$ cat config.mk
export PLATFORM = sky130hd
export DESIGN_NAME = fp16_div
export DESIGN_NICKNAME = d
export VERILOG_FILES = /design/src/rtl/fp16_pkg.sv /design/src/rtl/fp16_div_step.sv /design/src/rtl/fp16_div.sv
export SDC_FILE = /design/constraint.sdc
export NUM_CORES = 1
export LEC_CHECK = 0
export ABC_CLOCK_PERIOD_IN_PS = 2300
export CAP_MARGIN = 20
export CORE_MARGIN = 10
export CORE_UTILIZATION = 40
export DETAILED_ROUTE_END_ITERATION = 8
export SLEW_MARGIN = 15
export SYNTH_ARGS = -nofsm -noshare
export SYNTH_HDL_FRONTEND = slang
export SYNTH_SLANG_ARGS = --single-unit
$ cat constraint.sdc
create_clock -name clk -period 2.3 [get_ports clk]
set_clock_uncertainty 0.2 [all_clocks]
set_input_delay 0.46 -clock clk [delete_from_list [all_inputs] [get_ports clk]]
set_output_delay 0.46 -clock clk [all_outputs]
set_load 0.005 [all_outputs]
$ cat src/rtl/fp16_pkg.sv
// Shared fp16 divider definitions: field widths, exponent bias, FSM states.
package fp16_pkg;

  localparam int FP16_BIAS = 15;
  localparam int EXP_W     = 5;
  localparam int MANT_W    = 10;
  localparam int Q_W       = MANT_W + 2;
  localparam int REM_W     = MANT_W + 2;

  typedef enum logic [1:0] {
    ST_IDLE = 2'd0,
    ST_DIV  = 2'd1,
    ST_NORM = 2'd2,
    ST_DONE = 2'd3
  } state_e;

  function automatic logic [15:0] fp16_pack(input logic s,
                                            input logic [EXP_W-1:0] e,
                                            input logic [MANT_W-1:0] m);
    return {s, e, m};
  endfunction

endpackage

$ cat src/rtl/fp16_div_step.sv
// One radix-2 restoring division step: compare, conditionally subtract, shift.
module fp16_div_step
  import fp16_pkg::*;
(
  input  logic [REM_W-1:0]  rem_i,
  input  logic [MANT_W:0]   div_i,
  output logic [REM_W-1:0]  rem_o,
  output logic              q_o
);

  logic [REM_W-1:0] sel_s;

  // Partial remainder stays below 2*divisor, so the shifted result fits REM_W bits.
  always_comb begin
    q_o = (rem_i >= {1'b0, div_i});
    if (q_o) begin
      sel_s = rem_i - {1'b0, div_i};
    end else begin
      sel_s = rem_i;
    end
    rem_o = sel_s << 1;
  end

endmodule

$ cat src/rtl/fp16_div.sv
// Multi-cycle fp16 divider (truncating, no special-value handling).
// Optional macro FP16_DIV_DBZ_EN adds a divide-by-zero flag and infinity result.
module fp16_div
  import fp16_pkg::*;
#(
  parameter int ITER_PER_CYCLE = 1
) (
  input  logic        clk,
  input  logic        rst,
  input  logic        in_valid,
  output logic        in_ready,
  input  logic [15:0] a,
  input  logic [15:0] b,
  output logic        out_valid,
  input  logic        out_ready,
  output logic [15:0] c,
  output logic        busy
`ifdef FP16_DIV_DBZ_EN
  ,
  output logic        dbz
`endif
);

  localparam int N     = Q_W / ITER_PER_CYCLE;
  localparam int CNT_W = 4;

  state_e           state_q, state_d;
  logic [15:0]      a_q, a_d, b_q, b_d, c_q, c_d;
  logic [REM_W-1:0] rem_q, rem_d;
  logic [Q_W-1:0]   quo_q, quo_d;
  logic [CNT_W-1:0] cnt_q, cnt_d;
  logic             out_valid_q, out_valid_d;
  logic             in_ready_q, in_ready_d;
  logic             busy_q, busy_d;
`ifdef FP16_DIV_DBZ_EN
  logic             dbz_q, dbz_d;
`endif

  logic [REM_W-1:0]          rem_chain_s [ITER_PER_CYCLE+1];
  logic [ITER_PER_CYCLE-1:0] qbit_s;
  logic [EXP_W-1:0]          exp_s;
  logic [MANT_W-1:0]         mant_s;
  logic                      sign_s;
  logic [15:0]               result_s;

  assign rem_chain_s[0] = rem_q;

  for (genvar i = 0; i < ITER_PER_CYCLE; i++) begin : g_step
    fp16_div_step u_step (
      .rem_i (rem_chain_s[i]),
      .div_i ({1'b1, b_q[MANT_W-1:0]}),
      .rem_o (rem_chain_s[i+1]),
      .q_o   (qbit_s[ITER_PER_CYCLE-1-i])
    );
  end

  // Normalisation of the quotient plus zero / divide-by-zero overrides.
  always_comb begin
    sign_s = a_q[15] ^ b_q[15];
    if (quo_q[Q_W-1]) begin
      exp_s  = a_q[14:10] - b_q[14:10] + EXP_W'(FP16_BIAS);
      mant_s = quo_q[Q_W-2:1];
    end else begin
      exp_s  = a_q[14:10] - b_q[14:10] + EXP_W'(FP16_BIAS - 1);
      mant_s = quo_q[MANT_W-1:0];
    end
    if (a_q == 16'h0000) begin
      result_s = 16'h0000;
    end else if (b_q == 16'h0000) begin
`ifdef FP16_DIV_DBZ_EN
      result_s = fp16_pack(sign_s, 5'h1F, 10'h000);
`else
      result_s = 16'h0000;
`endif
    end else begin
      result_s = fp16_pack(sign_s, exp_s, mant_s);
    end
  end

  // Next-state and datapath update for the IDLE -> DIV -> NORM -> DONE sequence.
  always_comb begin
    state_d     = state_q;
    a_d         = a_q;
    b_d         = b_q;
    c_d         = c_q;
    rem_d       = rem_q;
    quo_d       = quo_q;
    cnt_d       = cnt_q;
    out_valid_d = out_valid_q;
    case (state_q)
      ST_IDLE: begin
        if (in_valid && in_ready_q) begin
          a_d     = a;
          b_d     = b;
          rem_d   = {1'b0, 1'b1, a[MANT_W-1:0]};
          quo_d   = 12'h000;
          cnt_d   = 4'd0;
          state_d = ST_DIV;
        end else begin
          state_d = ST_IDLE;
        end
      end
      ST_DIV: begin
        rem_d = rem_chain_s[ITER_PER_CYCLE];
        quo_d = {quo_q[Q_W-1-ITER_PER_CYCLE:0], qbit_s};
        cnt_d = cnt_q + 4'd1;
        if (cnt_q == CNT_W'(N - 1)) begin
          state_d = ST_NORM;
        end else begin
          state_d = ST_DIV;
        end
      end
      ST_NORM: begin
        c_d     = result_s;
        state_d = ST_DONE;
      end
      ST_DONE: begin
        // c was captured on entry to DONE; out_valid follows one cycle later.
        if (out_valid_q && out_ready) begin
          out_valid_d = 1'b0;
          state_d     = ST_IDLE;
        end else begin
          out_valid_d = 1'b1;
        end
      end
      default: begin
        state_d     = ST_IDLE;
        out_valid_d = 1'b0;
      end
    endcase
    in_ready_d = (state_d == ST_IDLE);
    busy_d     = (state_d != ST_IDLE);
`ifdef FP16_DIV_DBZ_EN
    dbz_d      = out_valid_d && (b_q == 16'h0000);
`endif
  end

  // State and output registers with synchronous reset.
  always_ff @(posedge clk) begin
    if (rst) begin
      state_q     <= ST_IDLE;
      a_q         <= 16'h0000;
      b_q         <= 16'h0000;
      c_q         <= 16'h0000;
      rem_q       <= 12'h000;
      quo_q       <= 12'h000;
      cnt_q       <= 4'd0;
      out_valid_q <= 1'b0;
      in_ready_q  <= 1'b1;
      busy_q      <= 1'b0;
`ifdef FP16_DIV_DBZ_EN
      dbz_q       <= 1'b0;
`endif
    end else begin
      state_q     <= state_d;
      a_q         <= a_d;
      b_q         <= b_d;
      c_q         <= c_d;
      rem_q       <= rem_d;
      quo_q       <= quo_d;
      cnt_q       <= cnt_d;
      out_valid_q <= out_valid_d;
      in_ready_q  <= in_ready_d;
      busy_q      <= busy_d;
`ifdef FP16_DIV_DBZ_EN
      dbz_q       <= dbz_d;
`endif
    end
  end

  assign in_ready  = in_ready_q;
  assign out_valid = out_valid_q;
  assign c         = c_q;
  assign busy      = busy_q;
`ifdef FP16_DIV_DBZ_EN
  assign dbz       = dbz_q;
`endif

endmodule

**After elaboration in Yosys (flattened, before gate mapping)**

Cells that the tools add are included.

- Equal/unequal tests: 5
- Add/subtract/negate cells: 5
- Bitwise gates (word level): 1
- Multiplexer cells: 16
- Magnitude comparators: 1
- Reduce and logical (&&, ||, !) cells: 10

Operator list:

| operator | number |
|---|---|
| 12-bit one-hot mux with 2 select lines | 2 |
| 16-bit zero test | 2 |
| 16-bit two-way mux | 2 |
| 12-bit two-way mux | 2 |
| 12-bit by 11-bit greater-or-equal comparator with 1-bit output | 1 |
| 11-bit two-way mux | 1 |
| 11-bit subtractor | 1 |
| 5-bit by 4-bit adder with 5-bit output (second input constant) | 2 |
| 10-bit two-way mux | 1 |
| 2-bit one-hot mux with 4 select lines | 1 |
| 4-bit one-hot mux with 2 select lines | 1 |
| 5-bit two-way mux | 1 |
| 5-bit subtractor | 1 |
| 4-bit by 1-bit adder with 4-bit output (second input constant) | 1 |
| 2-bit equality test (second input constant) | 2 |
| 4-bit equality test (second input constant) | 1 |
| 2-bit zero test | 2 |
| 2-bit two-way mux | 2 |
| 4-bit two-way mux | 1 |
| 2-bit AND reduction | 2 |
| 2-bit nonzero test | 2 |
| 2-bit by 1-bit equality test with 1-bit output (second input constant) | 1 |
| 1-bit logical AND | 2 |
| 1-bit two-way mux | 2 |
| other kinds (2) | 2 |

- Flip-flop bits (word level): 81
- Input port bits: 36
- Logic and storage cells: 48
- Output and inout bits: 19

**Logic depth before layout (Yosys ltp)**

- Depth after elaboration: 5
- Gate-level depth with buffers: 11
- Depth with buffers taken out: 11

**Hierarchy**

A second synthesis with hierarchy kept.

- Cells, all modules: 517
- Area total of the unflattened synthesis: 4270.3 sq um

By module, submodules not included:

| module | cells each | times used | area an instance (sq um) | sequential area each (sq um) |
|---|---|---|---|---|
| fp16_div | 405 | 1 | 3504.6 | 1621.6 |
| fp16_div_step | 112 | 1 | 765.7 | 0.0 |

**Worst setup path before layout**

No wires, ideal clock.

- Path kind: register -> register
- From: register a_q[10]
- To: register c_q[14], in the netlist c[14]
- Path slack: 154 ps
- Buffers on the path: 0
- Arrival: 1845 ps
- Data required time: 1999 ps
- Clock period less this slack: 2146 ps
- Library setup time: 101 ps
- Cell stages (with the launch flop): 10
- Path through: dfxtp_1 inv_1 ha_1 inv_1 fa_1 inv_1 ha_1 o2111ai_1 xnor2_1 o41ai_1

- Longest elaborated chain between the ends: 5
- Elaborated cells between the ends (all ways): 7
- Those cells by class: add/sub: 3; mux: 3; reduce/logical: 1

Ends and longest elaborated chain:

| what | RTL line | source |
|---|---|---|
| start, declared | fp16_div.sv:28 | `logic [15:0] a_q, a_d, b_q, b_d, c_q, c_d;` |
| start signal, assigned | fp16_div.sv:142 | `a_q <= 16'h0000;` |
| start signal, assigned | fp16_div.sv:156 | `a_q <= a_d;` |
| 5-bit subtractor | fp16_div.sv:61, fp16_div.sv:64 |  |
| 5-bit by 4-bit adder with 5-bit output, on equally long branches | fp16_div.sv:64, fp16_div.sv:61 |  |
| 5-bit two-way mux | fp16_div.sv:60 | `if (quo_q[Q_W-1]) begin` |
| 16-bit two-way mux | fp16_div.sv:69 | `end else if (b_q == 16'h0000) begin` |
| 16-bit two-way mux * | fp16_div.sv:67 | `if (a_q == 16'h0000) begin` |
| end signal, assigned | fp16_div.sv:144 | `c_q <= 16'h0000;` |
| end signal, assigned | fp16_div.sv:158 | `c_q <= c_d;` |
| end, declared | fp16_div.sv:28 |  |

Mark *: on every way between the ends. The rest lies on a longest branch, timed or not.
A chain may end at the register's enable or synchronous reset.

**Final worst setup path**

- From: register b_q[9]
- To: register rem_q[7]

- Longest elaborated chain between the ends: 3

Ends and longest elaborated chain:

| what | RTL line | source |
|---|---|---|
| start, declared | fp16_div.sv:28 |  |
| start signal, assigned | fp16_div.sv:143 | `b_q <= 16'h0000;` |
| start signal, assigned | fp16_div.sv:157 | `b_q <= b_d;` |
| 12-bit by 11-bit greater-or-equal comparator with 1-bit output | fp16_div_step.sv:15 | `q_o = (rem_i >= {1'b0, div_i});` |
| 11-bit two-way mux | fp16_div_step.sv:16 | `if (q_o) begin` |
| 12-bit one-hot mux with 2 select lines | fp16_div.sv:90 | `case (state_q)` |
| end signal, assigned | fp16_div.sv:159 | `rem_q <= rem_d;` |
| end, declared | fp16_div.sv:29 | `logic [REM_W-1:0] rem_q, rem_d;` |

Every way passes these cells.

==> metrics.md <==
| Metric | Value |
|---|---|
| Routed wirelength normalized by instance count | `14.78 um` |
| Setup-failing EPs final | `0` |
| H-tree lvl count | `3` |
| Class of the tightest hold or removal check | `input pin to flip-flop` |
| Detail Placement HPWL | `7.530 mm` |
| Starting density of the core | `0.4079` |
| Fillcell total | `910` |
| Number of clock buffers inserted by TritonCTS | `9` |
| Crit-path max FO | `6` |
| Number of synthesized flops with an enable pin | `0` |
| Power, Total | `0.004088 W` |
| Count of max-cap constraint violations | `0` |
| Post-route clock period utilization | `0.9671` |
| Largest area contributor in the synthesized netlist | `sky130_fd_sc_hd__dfxtp_1` |
| Hold Fails Final Rpt | `0` |
| Boundary pin count | `55` |
| Worst-path clk slew | `100 ps` |
| Buffers added on ports | `54` |
| Area taken by multi-input logic gates | `2333 um2` |
| Source-to-sink clock delay at the later pin of the worst-skew pair | `360 ps` |
| Number of cell rows | `36` |
| Post-synthesis cell type count | `46` |
| Slew HR | `0.3287` |
| Crit path cell chain | `inv_1 -> ha_1 -> nand4_1 -> o22ai_2 -> a21oi_4 -> a21oi_4 -> buf_4 -> mux2i_1 -> a221oi_1` |
| Final Slew Violations | `0` |
| Number of antenna violations at the first check in global routing | `0` |
| Total wirelength of the detailed-routed design | `10.30 mm` |
| First-pass GRT wire length | `17.09 mm` |
| Vias per cell | `5.161` |
| Proportion of register bits with asynchronous set or reset after synthesis | `0` |
| CTS hold repair buffers | `0` |
| Setup repair after global routing missed its margin | `true` |
| Power density of the placed cells | `761.9 nW/um2` |
| Register area share after synthesis | `0.4105` |
| Post-detailed-route count of antenna-violating nets | `0` |
| WP buf/inv | `2` |
| Vias post-DR | `3597` |
| Flip-flop and latch count after synthesis | `81` |
| Top-area cell type share of the netlist area | `0.4105` |
| Yosys warning total | `0` |
| Endpoint type of the worst setup path | `flip-flop` |
| Number of buffers on the longest clock path | `2` |
| Predominant post-synthesis flop cell | `sky130_fd_sc_hd__dfxtp_1` |
| Final standard cell area without fillers | `5365 um2` |
| Start-to-end type of the worst setup path | `flip-flop to flip-flop` |
| Relative area change from synthesis to final layout | `35.83%` |
| Residual DRC | `0` |
| WP data arrival | `2280 ps` |
| Area enclosed by the die boundary | `14250 um2` |
| Synthesized netlist net count | `533` |
| Top cell family by delay on the critical path | `compound AO/OA/AOI/OAI gates` |
| Post-layout net count | `615` |
| Leak | `1.984 nW` |
| Via count of the first global-routing pass | `3582` |
| FMAX | `449.6 MHz` |
| Aggregate global-route resource usage | `0.1418` |
| Most frequent cells after synthesis | `94 x sky130_fd_sc_hd__nand2_1, 81 x sky130_fd_sc_hd__dfxtp_1, 62 x sky130_fd_sc_hd__a21oi_1` |
| Number of DRC markers in iteration 0 | `139` |
| Gate count after technology mapping | `477` |
| Transition time of the tightest slew-check pin | `1003 ps` |
| Avg Inst Size Synth | `8.281 um2` |
| Most common cell in the netlist | `sky130_fd_sc_hd__nand2_1` |
| Seq. cell area | `1630 um2` |
| Outcome | `complete, no violations` |
| GRT overflow | `0` |
| TritonCTS clock tree | `yes` |
| Router iterations before antenna repair | `7` |
| Proportion of layout cells with a drive suffix above 1 | `0.2145` |
| Cell with the largest stage delay on the worst path | `sky130_fd_sc_hd__ha_1` |
| Inserted Diodes | `0` |
| Chip Height | `119.4 um` |
| Placed instance area | `4857 um2` |
| Clock tree root driver cell | `sky130_fd_sc_hd__clkbuf_8` |
| Pin count of the biggest net entering global routing | `33` |
| Final critical path time including I/O delays and setup | `2224 ps` |
| Global placement routability congestion | `0.8685` |
| Most frequent cell on the critical path | `sky130_fd_sc_hd__a21oi_4` |
| Standard cell core area | `9684 um2` |
| Worst path max stage delay | `370 ps` |
| Crit path launch type | `flip-flop` |
| # clock sinks | `81` |
| WP data required | `2350 ps` |
| Top post-synthesis cells by area | `sky130_fd_sc_hd__dfxtp_1 41%, sky130_fd_sc_hd__nand2_1 8.9%, sky130_fd_sc_hd__a21oi_1 7.9%` |
| Die span in x | `119.4 um` |
| Final cell utilization of the core | `0.5540` |
| Maximum vdd drop | `0.3985 mV` |
| Total standard cell area after synthesis | `3950 um2` |
## logic make-up (layout without fill, tap and decap cells)
family                   count (synthesis)  after routing  share of synthesized area
adder cells (fa/ha/maj)                 20             20                    0.06715
multiplexers                            18             18                    0.04878
buffers and inverters                   51            138                    0.05290
flip-flops                              81             81                     0.4105
XOR/XNOR                                17             17                    0.03769
AND/OR/NAND/NOR                        171            171                     0.1929
AO/OA/AOI/OAI                          119            119                     0.1901
## repair_timing
item / 4_1_cts / 5_1_grt
resized for setup: 7 / 44
endpoints found under the hold margin: 0 / 0
buffers inserted: 4 / 3
endpoints found under the setup margin: 12 / 14
pin swaps: 1 / 17
## area by class of cell
class | count | share of cell area
Clock buffer | 9 | 0.02309
Clock inverter | 7 | 0.02006
Inverter | 20 | 0.01399
Multi-Input combinational cell | 345 | 0.4349
Sequential cell | 81 | 0.3039
Tap cell | 133 | 0.03102
Timing Repair Buffer | 102 | 0.1730
## report_power, final
part           total (W)  internal (W)  switching, W
clock            0.00122      0.000635      0.000585
combinational    0.00133      0.000665      0.000661
sequential       0.00154       0.00148     0.0000622
## per-layer routing
metal,up-vias,part of all wire,global-route usage
li1,1827,-,-
met1,1690,0.47,0.1785
met2,66,0.47,0.2299
met3,14,0.048,0.03779
met4,0,0.016,0.04751
met5,-,0,0
## cell usage in the layout (no fill, tap or decap), types with 4 or more instances in the layout
cell type and n:
sky130_fd_sc_hd__o22ai_1 6, sky130_fd_sc_hd__xor2_1 5, sky130_fd_sc_hd__inv_1 17, sky130_fd_sc_hd__ha_1 9, sky130_fd_sc_hd__nand2_1 92, sky130_fd_sc_hd__dfxtp_1 74
sky130_fd_sc_hd__nand2b_1 4, sky130_fd_sc_hd__a21boi_0 6, sky130_fd_sc_hd__mux2i_1 8, sky130_fd_sc_hd__clkdlybuf4s50_1 53, sky130_fd_sc_hd__o21ai_0 4, sky130_fd_sc_hd__nand4_1 4
sky130_fd_sc_hd__xnor2_1 10, sky130_fd_sc_hd__nor4_1 8, sky130_fd_sc_hd__nand3_1 17, sky130_fd_sc_hd__ha_4 6, sky130_fd_sc_hd__dfxtp_2 7, sky130_fd_sc_hd__nor2_1 25
sky130_fd_sc_hd__clkbuf_8 9, sky130_fd_sc_hd__buf_4 44, sky130_fd_sc_hd__a21oi_1 58, sky130_fd_sc_hd__mux2_2 10, sky130_fd_sc_hd__a22oi_1 14
## worst reg2reg max path: stages (launching register included)
cell	delay, ps
sky130_fd_sc_hd__dfxtp_1	350
sky130_fd_sc_hd__inv_1	70
sky130_fd_sc_hd__ha_1	370
sky130_fd_sc_hd__nand4_1	170
sky130_fd_sc_hd__o22ai_2	220
sky130_fd_sc_hd__a21oi_4	60
sky130_fd_sc_hd__a21oi_4	230
sky130_fd_sc_hd__buf_4	160
sky130_fd_sc_hd__mux2i_1	60
sky130_fd_sc_hd__a221oi_1	250
## per-stage QoR
step | setup TNS (ps) | std cells | hold slack (ps) | setup slack (ps)
floorplan | 0 | 477 | 236.0 | 154.4
global placement | -24.76 | 674 | 242.8 | -24.76
detailed placement | -673.7 | 674 | 246.7 | -153.5
CTS | 0 | 694 | 187.9 | 3.296
global route | -111.5 | 697 | 193.6 | -43.34
finish | 0 | 697 | 193.9 | 75.61
## path summary, 6_finish.rpt
kind | start | end | slack (ps) | cells after the start
max | b_q[9] | rem_q[7] | 80 | 9
min | rst | cnt_q[1] | 190 | 2
max reg2reg | b_q[9] | rem_q[7] | 80 | 9
min reg2reg | a_q[7] | a_q[7] | 260 | 2
## sequential cells by signal, summed over array words and instances (netlist names), 2 cells and up
signal	cells
a_q	16
b_q	16
c	16
quo_q	12
rem_q	12
cnt_q	4
state_q	2
Note: power is estimated with default switching activity, not from simulation.
